[src/rtl/seg_pattern_reader.sv]
// rtl/seg_pattern_reader.sv - 7-segment bus reader: stability-qualified decode to per-digit nibbles
// Recovers hex digits from a multiplexed segment bus and reports changes on a valid/ready port.
module seg_pattern_reader #(
  parameter int NUM_DIGITS    = 4,
  parameter int IDX_W         = 2,
  parameter int STABLE_CYCLES = 3
) (
  input  logic                    clk,
  input  logic                    reset_n,
  input  logic [6:0]              seg_in,
  input  logic [NUM_DIGITS-1:0]   dig_en,
  output logic [4*NUM_DIGITS-1:0] value,
  output logic [NUM_DIGITS-1:0]   digit_ok,
  output logic                    upd_valid,
  input  logic                    upd_ready,
  output logic [IDX_W-1:0]        upd_idx,
  output logic [3:0]              upd_nibble,
  output logic                    upd_blank,
  output logic                    upd_err,
  output logic                    overflow,
  input  logic                    clr_ovf
);

  typedef enum logic [1:0] {IDLE, TRACK, HOLD} state_t;

  // {valid, nibble}; unknown patterns give nibble 0
  function automatic logic [4:0] decode(input logic [6:0] p);
    case (p)
      7'h3F: decode = 5'h10;
      7'h06: decode = 5'h11;
      7'h5B: decode = 5'h12;
      7'h4F: decode = 5'h13;
      7'h66: decode = 5'h14;
      7'h6D: decode = 5'h15;
      7'h7D: decode = 5'h16;
      7'h07: decode = 5'h17;
      7'h7F: decode = 5'h18;
      7'h67: decode = 5'h19;
      7'h77: decode = 5'h1A;
      7'h7C: decode = 5'h1B;
      7'h39: decode = 5'h1C;
      7'h5E: decode = 5'h1D;
      7'h79: decode = 5'h1E;
      7'h71: decode = 5'h1F;
      default: decode = 5'h00;
    endcase
  endfunction

  state_t                state;
  logic [6:0]            seg_r;
  logic [NUM_DIGITS-1:0] en_r;
  logic [NUM_DIGITS-1:0] cur_en;
  logic [IDX_W-1:0]      cur_idx;
  logic [6:0]            cur_pat;
  logic [7:0]            cnt;
  logic [6:0]            last_pat [NUM_DIGITS];

  logic [IDX_W-1:0] enc_idx;
  logic             one_hot;
  logic [7:0]       cnt_next;
  logic             at_target;
  logic             restart;
  logic             c_commit;
  logic [IDX_W-1:0] c_idx;
  logic [6:0]       c_pat;
  logic [4:0]       dec;
  logic             eff;
  logic             emit_ok;

  always_comb begin
    enc_idx = '0;
    for (int i = 0; i < NUM_DIGITS; i++)
      if (en_r[i]) enc_idx = IDX_W'(i);
  end

  assign one_hot   = $onehot(en_r);
  assign cnt_next  = cnt + 8'd1;
  assign at_target = (cnt_next == 8'(STABLE_CYCLES));
  // any bus change outside TRACK's own pattern reload restarts the window as if idle
  assign restart   = (state == IDLE) || (en_r != cur_en) ||
                     ((state == HOLD) && (seg_r != cur_pat));

  always_comb begin
    c_commit = 1'b0;
    c_idx    = cur_idx;
    c_pat    = cur_pat;
    if (restart) begin
      if (one_hot && STABLE_CYCLES == 1) begin
        c_commit = 1'b1;
        c_idx    = enc_idx;
        c_pat    = seg_r;
      end
    end else if (state == TRACK) begin
      if (seg_r == cur_pat) begin
        c_commit = at_target;
      end else if (STABLE_CYCLES == 1) begin
        c_commit = 1'b1;
        c_pat    = seg_r;
      end
    end
  end

  assign dec     = decode(c_pat);
  assign eff     = c_commit && (c_pat != last_pat[c_idx]);
  assign emit_ok = !upd_valid || upd_ready;

  always_ff @(posedge clk) begin
    if (!reset_n) begin
      state      <= IDLE;
      seg_r      <= '0;
      en_r       <= '0;
      cur_en     <= '0;
      cur_idx    <= '0;
      cur_pat    <= '0;
      cnt        <= '0;
      value      <= '0;
      digit_ok   <= '0;
      upd_valid  <= 1'b0;
      upd_idx    <= '0;
      upd_nibble <= '0;
      upd_blank  <= 1'b0;
      upd_err    <= 1'b0;
      overflow   <= 1'b0;
      for (int i = 0; i < NUM_DIGITS; i++) last_pat[i] <= '0;
    end else begin
      seg_r <= seg_in;
      en_r  <= dig_en;

      if (restart) begin
        if (one_hot) begin
          cur_en  <= en_r;
          cur_idx <= enc_idx;
          cur_pat <= seg_r;
          cnt     <= 8'd1;
          state   <= (STABLE_CYCLES == 1) ? HOLD : TRACK;
        end else begin
          cnt   <= '0;
          state <= IDLE;
        end
      end else if (state == TRACK) begin
        if (seg_r == cur_pat) begin
          cnt <= cnt_next;
          if (at_target) state <= HOLD;
        end else begin
          cur_pat <= seg_r;
          cnt     <= 8'd1;
          if (STABLE_CYCLES == 1) state <= HOLD;
        end
      end

      // digit state follows every effective commit even when the event is dropped
      if (eff) begin
        last_pat[c_idx] <= c_pat;
        digit_ok[c_idx] <= dec[4];
        if (dec[4]) value[{c_idx, 2'b00} +: 4] <= dec[3:0];
      end

      if (eff && emit_ok) begin
        upd_valid  <= 1'b1;
        upd_idx    <= c_idx;
        upd_nibble <= dec[3:0];
        upd_blank  <= (c_pat == 7'h00);
        upd_err    <= !dec[4] && (c_pat != 7'h00);
      end else if (upd_valid && upd_ready) begin
        upd_valid <= 1'b0;
      end

      if (eff && !emit_ok) overflow <= 1'b1;
      else if (clr_ovf)    overflow <= 1'b0;
    end
  end

endmodule

[config.mk]
export PLATFORM = sky130hd
export DESIGN_NAME = seg_pattern_reader
export DESIGN_NICKNAME = d
export VERILOG_FILES = /design/src/rtl/seg_pattern_reader.sv
export SDC_FILE = /design/constraint.sdc
export NUM_CORES = 1
export LEC_CHECK = 0
export ABC_AREA = 1
export CORE_AREA = 10 10 126 93
export CTS_CLUSTER_SIZE = 10
export DETAILED_ROUTE_END_ITERATION = 7
export DIE_AREA = 0 0 136 103
export HOLD_SLACK_MARGIN = 0.02
export PLACE_DENSITY_LB_ADDON = 0.1
export SLEW_MARGIN = 20
export SYNTH_ARGS = -nofsm -noshare
export SYNTH_HDL_FRONTEND = slang
export SYNTH_SLANG_ARGS = --single-unit
[constraint.sdc]
create_clock -name clk -period 2.61 [get_ports clk]
set_input_delay 0.522 -clock clk [delete_from_list [all_inputs] [get_ports clk]]
set_output_delay 0.522 -clock clk [all_outputs]
set_load 0.05 [all_outputs]
==> results <==
- After layout, the design draws a total of 3.411 mW.
- The endpoint identified for the worst register-to-register timing path is c_pat[3]$_SDFFE_PN0P_.
- For this design, the sink count on the clock tree is 94.
- The first global-routing pass estimated 20.78 mm of wire.
- The part of the power in combinational logic is 14.6%.
- In this run the most critical hold path is launched from value[0]$_SDFFE_PN0P_.
- The worst hold path cell count is 2.
- The floorplan has 30 rows.
- The cell area reported after detailed placement is 5433 sq um.
- The total detailed-routing wirelength is 12.73 mm.
- The number of placed instances with taps included is 839.
- The overflow left after global routing is 0.
- The final count of hold timing violations is 0.
- The core box area is 9422 sq um.
- The detailed-route DRC error count is 0.
- The post-route core utilization is 61.30%.
- The worst setup path is captured at a flip-flop.
- The relative max-transition margin is 42.35%.
- The number of global-route vias before repair came to 4168.
- For the pin with the worst max-slew slack, the measured transition is 0.8638 ns.
- Data arrives at the worst endpoint at 2.67 ns.
- The delay of the slowest cell on the worst path is 0.54 ns.
- The top-level I/O count is 45.
- The final-report setup violation count is 0.
- Clock tree synthesis selected as its root buffer the cell sky130_fd_sc_hd__clkbuf_16.
- The leakage power figure is 2.473 nW.
- The detailed-router iteration count before antenna repair is 5.
- The count of buffers from port buffering is 44.
- The number of buffers and inverters on the critical path is 3.
- In this run the vertical extent of the chip is 103 um.
- Of the total power, the clock network draws 38.5%.
- The worst register-to-register path begins at en_r[0]$_SDFF_PN0_.
- The number of cells traversed by the worst register-to-register path is 10.
- The share of the yosys chip area belonging to registers is 45.69%.
- The share of the synthesized area in the top cell type is 27.92%.
- The achievable clock frequency is 404.5 MHz.
- The family with the most delay on the worst path is adder cells.
- The area growth from synthesis to layout is 22.05%.
- The maximum vdd ir drop is 0.0003961 V.
- The tool flagged a number of max-cap violations equal to 0.
- The worst path in the final design needs a cycle of 2.472 ns, including I/O delays and setup.
- The number of standard cells in the layout, taps in and fillers out is 857.
- Counting buffers and inverters, the worst setup path is 10 cells deep.
- In the layout the commonest cells are sky130_fd_sc_hd__nand2_1, sky130_fd_sc_hd__nor2_1, sky130_fd_sc_hd__inv_1.
- The first routing iteration left 356 violations.
- 0 antenna diodes ended up in the layout.
- In the final routed layout, each cell accounts on average for 14.86 um.
- The path class of the tightest hold or removal check is reg2reg.
- STA classifies the critical path startpoint as a flip-flop.
- For flop-to-flop paths, the worst setup slack is 0.14 ns.
- The congestion estimate from routability-driven global placement came to 0.8498.
- Traced cell by cell, the critical path runs through inv_1, fa_1, inv_1, ha_1, ha_1, nor3b_2, nand2_2, buf_4, nand3_1, a21oi_1.
- In the post-synthesis netlist, the biggest area contributors are sky130_fd_sc_hd__dfxtp_1, sky130_fd_sc_hd__edfxtp_1, sky130_fd_sc_hd__nand2_1, sky130_fd_sc_hd__nor2_1, sky130_fd_sc_hd__nand3_1.
- Once detail routing completed, the nets flagged for antenna violations numbered 0.
- The slowest stage of the critical path is the sky130_fd_sc_hd__fa_1 cell.
- The run finished with clean final reports.
- Power spread over the standard cell area amounts to 590.5 nW/um^2.
- The starting utilization of the core area is 50.23%.
- Clock-pin slew was measured on the worst setup and hold paths at 0.07 ns.
- The proportion of total power due to net switching is 27.99%.
- The detailed placement HPWL is 9.456 mm.
- At the end of the flow, the number of nets in the layout was 748.
- The total of flip-flops plus latches after synthesis is 94.
- The initial antenna violation count came to 0.
- After routing the design area is 5776 sq um.
- The biggest area consumer among synthesized cells is sky130_fd_sc_hd__dfxtp_1.
- For the final database, setup skew stands at 0.005397 ns.
- TritonCTS built the clock tree.
- Across all layers, the routed design uses 4399 vias.
- The net switching component of the power is 0.9546 mW.
- The number of buffers between clock root and the deepest sink is 2.
- The largest net degree at the start of global routing is 26.
- The data required time at the worst endpoint is 2.80 ns.
- The total of warnings raised by yosys is 0.
- The floorplan step set the die width to 136 um.
- The kind of critical path is reg2reg.
- The total die area is 14010 sq um.
- The most common cell after layout, fill and taps aside is sky130_fd_sc_hd__nand2_1.
- In this run the worst path has a maximum fanout of 10.
- The final number of max-transition violations is 0.
- Across all hold checks on the routed design, the worst slack comes to 0.4695 ns.
- The overall track demand over capacity in global routing is 18.76%.
- The H-tree was split into 3 levels.
- The via density per instance is 5.133.
- At the later pin of the worst-skew pair, clock insertion delay measures 0.35 ns.
- In the final layout, the share of cells above drive strength 1 is 9.877%.
- The netlist uses 34 different library cells.
- The path with the worst hold slack has its endpoint at value[0]$_SDFFE_PN0P_.
- The portion of the clock cycle consumed by the worst path in the final layout is 94.73%.
- Averaged over all synthesized cells, the footprint is 7.170 sq um.
- The cell count after synthesis is 660.
- Cell internal power was estimated by the tool at 2.456 mW.
- In this run, flip-flops and latches consume 46.9% of the power.
- When the netlist entered floorplanning its net count stood at 684.
- The number of buffers added by the clock tree synthesis step is 9.
- The synthesized netlist occupies a cell area of 4732 sq um.
## stage by stage
stage	worst slack, ns	TNS, ns
after global placement	0.2662	0
after floorplan	0.08783	0
after CTS	0.03850	0
after detailed placement	0.07133	0
final	0.1375	0
after global routing	-0.004136	-0.01740
## worst max path at each step
stage | start | end | slack (ns)
after global placement | en_r[0]$_SDFF_PN0_ | c_pat[2]$_SDFFE_PN0P_ | 0.27
after global routing | en_r[0]$_SDFF_PN0_ | c_pat[4]$_SDFFE_PN0P_ | -0.004
after detailed placement | en_r[0]$_SDFF_PN0_ | c_pat[3]$_SDFFE_PN0P_ | 0.07
final | en_r[0]$_SDFF_PN0_ | c_pat[3]$_SDFFE_PN0P_ | 0.14
after floorplan | en_r[0]$_SDFF_PN0_ | c_pat[4]$_SDFFE_PN0P_ | 0.09
after CTS | en_r[0]$_SDFF_PN0_ | c_pat[3]$_SDFFE_PN0P_ | 0.04
## flip-flops by register name, summed over array words and instances, names as in the netlist, 2 cells and up, named ones only
name,flops
c_idx,2
c_pat,7
cnt,8
cur_en,4
digit_ok,4
en_r,4
last_pat,28
seg_r,7
state,2
upd_idx,2
upd_nibble,4
value,16
## worst min-delay path, stage by stage, from the launching register on
cell	delay [ns]
sky130_fd_sc_hd__dfxtp_1	0.31
sky130_fd_sc_hd__nand2_1	0.06
sky130_fd_sc_hd__a21oi_1	0.06
## kinds of logic (layout without fill, tap and decap cells)
logic type / Yosys count / count (layout) / share of synthesized area, %
buffers and inverters: 101 / 170 / 8.276
DFF: 94 / 94 / 45.69
xor gates and xnor gates: 7 / 7 / 1.296
AOI/OAI and AO/OA: 50 / 50 / 5.447
and+or+nand+nor: 399 / 399 / 36.75
adders and majority gates: 9 / 9 / 2.538
## synth_stat cells (all sizes together)
cell    count
o22ai       3
a21oi      29
buf        10
fa          1
a31oi       1
ha          8
nand4      15
or2         1
clkinv      1
xor2        4
xnor2       3
nand2     205
nor3b       1
clkbuf      6
dfxtp      66
o31ai       1
nor3       17
edfxtp     28
nand3      63
o21ai      16
nor2       95
nand3b      2
inv        84
## routing by layer
layer	up-vias	wire length [um]	share of wire [%]	GRT usage, %
met5	-	0	0	0
met4	0	149	1.2	5.959
met3	14	837	6.6	4.382
met2	113	5641	44	28.28
met1	2038	6106	48	26.00
li1	2234	-	-	-
## cell type report
class / count / area, sq um
Clock inverter: 7 / 73.82
Tap cell: 128 / 160.2
Multi-Input combinational cell: 465 / 2193
Clock buffer: 9 / 225.2
Fill cell: 880 / 3646
Sequential cell: 94 / 2163
Inverter: 85 / 319.1
Timing Repair Buffer: 69 / 640.6
## power by group through the flow
| stage | clock, mW | combinational, mW | sequential (mW) |
|---|---|---|---|
| final | 1.31 | 0.498 | 1.60 |
| after floorplan | 0 | 0.325 | 1.61 |
| after CTS | 1.34 | 0.487 | 1.60 |
| after global routing | 1.41 | 0.555 | 1.60 |
| after global placement | 0 | 0.468 | 1.63 |
| after detailed placement | 0 | 0.483 | 1.63 |
## timing repair
action	CTS	global route
endpoints found under the setup margin	0	53
hold buffers	0	0
resized for setup	0	7
buffers inserted	0	2
Power figures use the tool's default switching activity.
